[config.mk]
export PLATFORM = sky130hd
export DESIGN_NAME = branch_history_predictor
export DESIGN_NICKNAME = d
export VERILOG_FILES = /design/src/rtl/branch_history_predictor.sv
export SDC_FILE = /design/constraint.sdc
export NUM_CORES = 1
export LEC_CHECK = 0
export ABC_AREA = 1
export ABC_CLOCK_PERIOD_IN_PS = 3100
export CAP_MARGIN = 40
export CORE_MARGIN = 2
export CORE_UTILIZATION = 30
export DETAILED_ROUTE_END_ITERATION = 10
export HOLD_SLACK_MARGIN = 0.12
export PLACE_DENSITY = 0.65
export SETUP_SLACK_MARGIN = 0.15
export SLEW_MARGIN = 20
export SYNTH_ARGS = -nofsm -noshare
export SYNTH_HDL_FRONTEND = slang
export SYNTH_SLANG_ARGS = --single-unit
[constraint.sdc]
create_clock -name clk -period 3.1 [get_ports clk]
set_clock_uncertainty 0.15 [all_clocks]
set_input_delay 0.465 -clock clk [delete_from_list [all_inputs] [get_ports clk]]
set_output_delay 0.465 -clock clk [all_outputs]
set_load 0.01 [all_outputs]
[src/rtl/branch_history_predictor.sv]
// Dynamic branch predictor: 2-bit saturating counter table indexed by PC,
// combinational IF prediction, ID misprediction detection, training and stats.
module branch_history_predictor #(
  parameter int INDEX_BITS = 4,
  parameter int PC_WIDTH   = 32
) (
  input  logic                clk,
  input  logic                rst,
  input  logic [PC_WIDTH-1:0] lookupPC,
  input  logic [5:0]          lookupOpCode,
  output logic                predictTaken,
  output logic                predictJump,
  input  logic                stall,
  input  logic                resValid,
  input  logic [PC_WIDTH-1:0] resPC,
  input  logic [5:0]          resOpCode,
  input  logic                compResult,
  input  logic                resPredTaken,
  output logic                mispredict,
  output logic                redirectTaken,
  output logic [15:0]         branchCount,
  output logic [15:0]         missCount
);

  localparam int ENTRIES = 1 << INDEX_BITS;
  localparam logic [5:0] OP_JUMP = 6'd2;
  localparam logic [5:0] OP_BEQ  = 6'd4;
  localparam logic [5:0] OP_BNE  = 6'd5;

  logic [1:0]            counterTable [ENTRIES];
  logic [INDEX_BITS-1:0] lookupIdx;
  logic [INDEX_BITS-1:0] resIdx;
  logic                  lookupIsBranch;
  logic                  resIsBranch;
  logic                  actualTaken;
  logic                  resolve;

  // Only the word-aligned index bits of either PC select a table entry.
  logic unusedPcBits;
  assign unusedPcBits = ^{lookupPC[PC_WIDTH-1:INDEX_BITS+2], lookupPC[1:0],
                          resPC[PC_WIDTH-1:INDEX_BITS+2], resPC[1:0]};

  assign lookupIdx      = lookupPC[INDEX_BITS+1:2];
  assign resIdx         = resPC[INDEX_BITS+1:2];
  assign lookupIsBranch = (lookupOpCode == OP_BEQ) || (lookupOpCode == OP_BNE);
  assign resIsBranch    = (resOpCode == OP_BEQ) || (resOpCode == OP_BNE);

  assign predictTaken = lookupIsBranch & counterTable[lookupIdx][1];
  assign predictJump  = (lookupOpCode == OP_JUMP);

  assign actualTaken   = ((resOpCode == OP_BEQ) & compResult) |
                         ((resOpCode == OP_BNE) & ~compResult);
  assign resolve       = resValid & ~stall & resIsBranch;
  assign mispredict    = resolve & (actualTaken != resPredTaken);
  assign redirectTaken = actualTaken;

  // Lookup reads the pre-edge table, so a same-index update is seen next cycle.
  always_ff @(posedge clk) begin
    if (rst) begin
      for (int i = 0; i < ENTRIES; i++) begin
        counterTable[i] <= 2'b01;
      end
      branchCount <= '0;
      missCount   <= '0;
    end else if (resolve) begin
      if (actualTaken && (counterTable[resIdx] != 2'b11)) begin
        counterTable[resIdx] <= counterTable[resIdx] + 2'd1;
      end else if (!actualTaken && (counterTable[resIdx] != 2'b00)) begin
        counterTable[resIdx] <= counterTable[resIdx] - 2'd1;
      end
      if (branchCount != 16'hFFFF) begin
        branchCount <= branchCount + 16'd1;
      end
      if (mispredict && (missCount != 16'hFFFF)) begin
        missCount <= missCount + 16'd1;
      end
    end
  end

endmodule

* Word-level counts from Yosys, hierarchy flattened
Memories as Yosys holds them, arrays and structs flattened.
Index checks and enable logic that the tools add are counted.
** Cells by class
- Shift-type cells :: 0
- Equal/unequal tests :: 9
- Div/mod/pow operators :: 0
- Multiplexer cells :: 15
- $lt $le $gt $ge :: 0
- Bitwise logic cells :: 10
- Add/subtract/negate cells :: 4
- Multiply operators :: 0
- Reductions and logical operators :: 10
** Operators with widths (count)
- $add 16x1->16 const B :: 2
- $ne 16x16->1 const B :: 2
- $eq 6x3->1 const B :: 4
- $mux 1 :: 12
- $and 1x1->1 :: 6
- $eq 6x2->1 const B :: 1
- $mux 2 :: 2
- $mux 4 :: 1
- $reduce_and 2->1 :: 2
- $logic_and 1x1->1 :: 3
- $add 2x1->2 const B :: 1
- $logic_or 1x1->1 :: 2
- $ne 2x2->1 const B :: 1
- $not 1->1 :: 2
- $or 1x1->1 :: 2
- $reduce_bool 2->1 :: 1
- $reduce_or 2->1 :: 1
- $sub 2x1->2 const B :: 1
- $logic_not 1->1 :: 1
- $ne 1x1->1 :: 1
** Word-level totals
- Word-level logic and storage cells :: 51
- Bits in read-only memories :: 0
- Bits in registers :: 32
- Memory bits (writable) :: 32
- Memories kept :: 1
- Bits in latches :: 0
** Memories
- counterTable :: words 16, width 2, read ports 2, clocked after Yosys merged registers in 0, wr ports 16, line 30 : logic [1:0] counterTable [ENTRIES];

* Logic depth before layout (Yosys ltp)
- Depth after elaboration :: 13
- Gate-level depth with buffers :: 16
- Depth with buffers taken out :: 14

* Worst setup path after synthesis
No wires, ideal clock.
- Path kind :: input to register
- Start :: input resPC[2]
- End :: memory counterTable[10][0], enable pin
- Path slack :: 1.033 ns
- Setup time :: 0.298 ns
- Arrival :: 1.619 ns
- Stages on the path :: 16
- Required time :: 2.652 ns
- Cell sequence :: buf_6 buf_6 nand2_1 nand2_1 nand2_1 nand2_1 nand2_1 nand2_1 inv_1 nand2_1 nand2_1 nand2_1 nand2_2 buf_6 nand3_1 nand2_1
** RTL lines
- start, declared :: line 15 : input logic [PC_WIDTH-1:0] resPC,
- end, declared :: line 30

* Final worst setup path
- Start :: input compResult
- End :: output mispredict
** On the way
- Word-level cells in the longest chain between the ends :: 5
- Elaborated cells between the ends (all ways) :: 6
- Those cells by class :: eq/ne: 1; bitwise: 5
** Ends and longest elaborated chain
- start, declared :: line 17 : input logic compResult,
- $not 1->1 :: line 52 : ((resOpCode == OP_BNE) & ~compResult);
- $and 1x1->1 :: line 52
- $or 1x1->1 * :: line 51 : assign actualTaken = ((resOpCode == OP_BEQ) & compResult) |
- $ne 1x1->1 * :: line 54 : assign mispredict = resolve & (actualTaken != resPredTaken);
- $and 1x1->1 * :: line 54
- end, declared :: line 19 : output logic mispredict,
Every way passes the cells marked *; elsewhere a longest branch is shown, timed or not.

==> results.cfg <==
[drt]
wl_met3_um = 679
drt_iter0_drc = 281
routed_wl_um = 9530
dr_total_vias = 3699
wl_met2_um = 4400
firstDrtPassIters = 5
drc_errors = 0
drtAntennaViolNets = 0
wl_per_cell_um = 12.3
vias_per_cell = 4.78
dr.max_layer_used = met4
wl_met1_um = 4330

[place]
place_congestion = 0.856
dp_hpwl_um = 6650
io_buffers = 61
place_inst = 758

[hold_path]
hold_path.class = reg2reg

[logic_synthesis]
ys_types = 31
synth-seq-area-share_pct = 42.2
yosys_warnings = 0
synth_cells = 529
synth_area_leaders = edfxtp_1, nand2_1, dfxtp_1
syn_area_per_cell_sq_um = 7.18
async_flop_share_pct = 0
synth_fp_nets = 613
synth_edf_count = 32
synth_area_sq_mm = 0.00380
synth_top_cell_area_share_pct = 25.3
ys.flop_type = edfxtp_1
yosys.area.top_type = edfxtp_1
yosys_register_bits = 64

[floorplanning]
start_util_pct = 30.5
core_sq_mm = 0.0125
io_pins = 118
dieArea_sq_mm = 0.0136
fp.dieH_um = 117
die_w_um = 117
rows = 41

[timing]
fin_tns_setup_ns = 0
worst_pin_slew_ns = 0.668
rsz0062_at_grt = false
timing.hold.ws_ns = 0.329
slew_violations = 0
setup_violations = 0
period_share_pct = 86.4
finalHoldViolations = 0
slew_headroom_pct = 55.3
max_freq_ghz = 0.373
fin_crit_ns = 2.68

[power]
power.density_mw_per_mm2 = 435
total_power_mw = 2.15
ir_drop_mv = 0.246
p_leak_nw = 1.83

[final_layout]
nets = 681
area_growth_pct = 29.8
final_cells = 774
layout-drive-gt1-share_pct = 6.98
antennaDiodeCount = 0

[global_route]
track_usage_pct = 14.8
antenna_found_initial = 0
grt_pass1_vias = 3584
grt_max_degree = 33
grt_pass1_wl_um = 16200
grt.overflow.total = 0

[status]
outcome = finished clean

[worst_setup_path]
worstPathCellList = clkdlybuf4s50_1, xor2_1, nand2_1, inv_1, nand3b_1, nand2_1, clkdlybuf4s50_1
endpoint_kind = primary output
crit_required_ns = 2.48
criticalPathCategory = in2out
worstSetupStartpointType = input pin
cpPeakStageDelay_ns = 0.54
critPathArrivalTime_ns = 2.06
critPathSlowestCell = clkdlybuf4s50_1
cp_max_fo = 3
critPathBufInv = 3
critPathTopFamily = buffers and inverters

[clock_network]
cts_root_buf = clkbuf_16
cts_sinks = 64
post_cts_buffers = 0
clk_latency_ns = 0.32
cts_inserted_buffers = 9
cts-htree-levels = 3
cts_tree = yes
cts_max_path_buffers = 2
clkTransAtPathRegs_ns = 0.05

[flow_run]
maxCapViolations = 0
-- cell type report --
class / count / area [sq um]
Sequential cell: 64 / 1600
Multi-Input combinational cell: 410 / 1940
Inverter: 36 / 135
Fill cell: 1269 / 7530
Clock buffer: 12 / 236
Timing Repair Buffer: 76 / 733
Clock inverter: 4 / 68.8
Tap cell: 172 / 215
-- routing by layer --
layer  vias up  global-route usage (%)
met2       144                    24.9
met5         -                       0
li1       1886                       -
met4         0                    5.40
met1      1656                    18.2
met3        13                    4.15
-- power breakdown --
part / internal (mW) / switching, mW / total, mW
clock: 0.700 / 0.355 / 1.06
sequential: 0.894 / 0.00447 / 0.899
combinational: 0.0710 / 0.121 / 0.192
-- worst register-to-register path, delay by kind of cell (launching register included) --
| family | cells | cell delay, ns |
|---|---|---|
| flops | 1 | 0.43 |
| simple gates | 6 | 0.86 |
| buf+inv | 1 | 0.20 |
| fa+ha+maj | 1 | 0.22 |
| compound gates | 1 | 0.10 |
-- layout by cell type, fill, tap and decap left out, drive strengths merged --
master           n
clkinv           4
nand3b           5
xor2            17
clkdlybuf4s50   59
o31ai            1
a211oi           1
ha               2
nor3            10
o22ai            1
inv             34
buf             15
a21oi           27
dlygate4sd2      2
clkbuf          12
dfxtp           32
o21ai           16
nand2          176
nand3           46
and3             1
nand4           22
xnor2            6
bufinv           2
nor4             3
nor3b            1
edfxtp          32
nor2            75
-- flip-flops by register name, indices dropped and copies added (netlist names) --
name          count
counterTable     32
branchCount      16
missCount        16
-- worst paths after layout --
| kind | from | endpoint | slack (ns) | depth (start not counted) |
|---|---|---|---|---|
| worst max register to register | branchCount[0] | branchCount[3] | 1.03 | 9 |
| worst min-delay path | missCount[13] | missCount[13] | 0.33 | 2 |
| worst max-delay path | compResult | mispredict | 0.42 | 7 |
| worst min register to register | missCount[13] | missCount[13] | 0.33 | 2 |
-- what timing repair did --
| item | CTS | global route |
|---|---|---|
| endpoints found under the hold margin | 0 | 0 |
| gates resized for setup | 4 | 1 |
| hold buffers | 0 | 0 |
| endpoints found under the setup margin | 1 | 1 |
| cloned | 0 | 0 |
-- synth_stat cells, types with 2 or more instances --
cell	count
nand2_1	172
nor2_1	71
nand3_1	45
dfxtp_1	32
edfxtp_1	32
inv_1	31
a21oi_1	27
nand4_1	22
xor2_1	17
o21ai_0	16
nor3_1	9
clkbuf_1	7
buf_6	6
xnor2_1	6
buf_2	5
nand3b_1	5
nor2_2	4
inv_2	3
nand2_2	3
nor4_1	3
clkinv_1	2
ha_1	2
-- through the flow --
stage	utilization [%]	worst slack (ns)	cell area, sq um
finish	39.6	0.422	4930
global route	39.6	0.241	4930
CTS	39.5	0.348	4930
detailed placement	37.1	0.0701	4620
global placement	37.1	0.0639	4620
floorplan	-	1.03	3800
-- logic make-up (layout without fill, tap and decap cells) --
group	Yosys count	in the layout	synth area share, %
simple gates	339	339	38.8
fa+ha+maj	2	2	0.659
flops	64	64	42.2
buf+inv	55	128	6.88
compound gates	46	46	6.23
xor+xnor	23	23	5.30
Power figures use the tool's default switching activity.
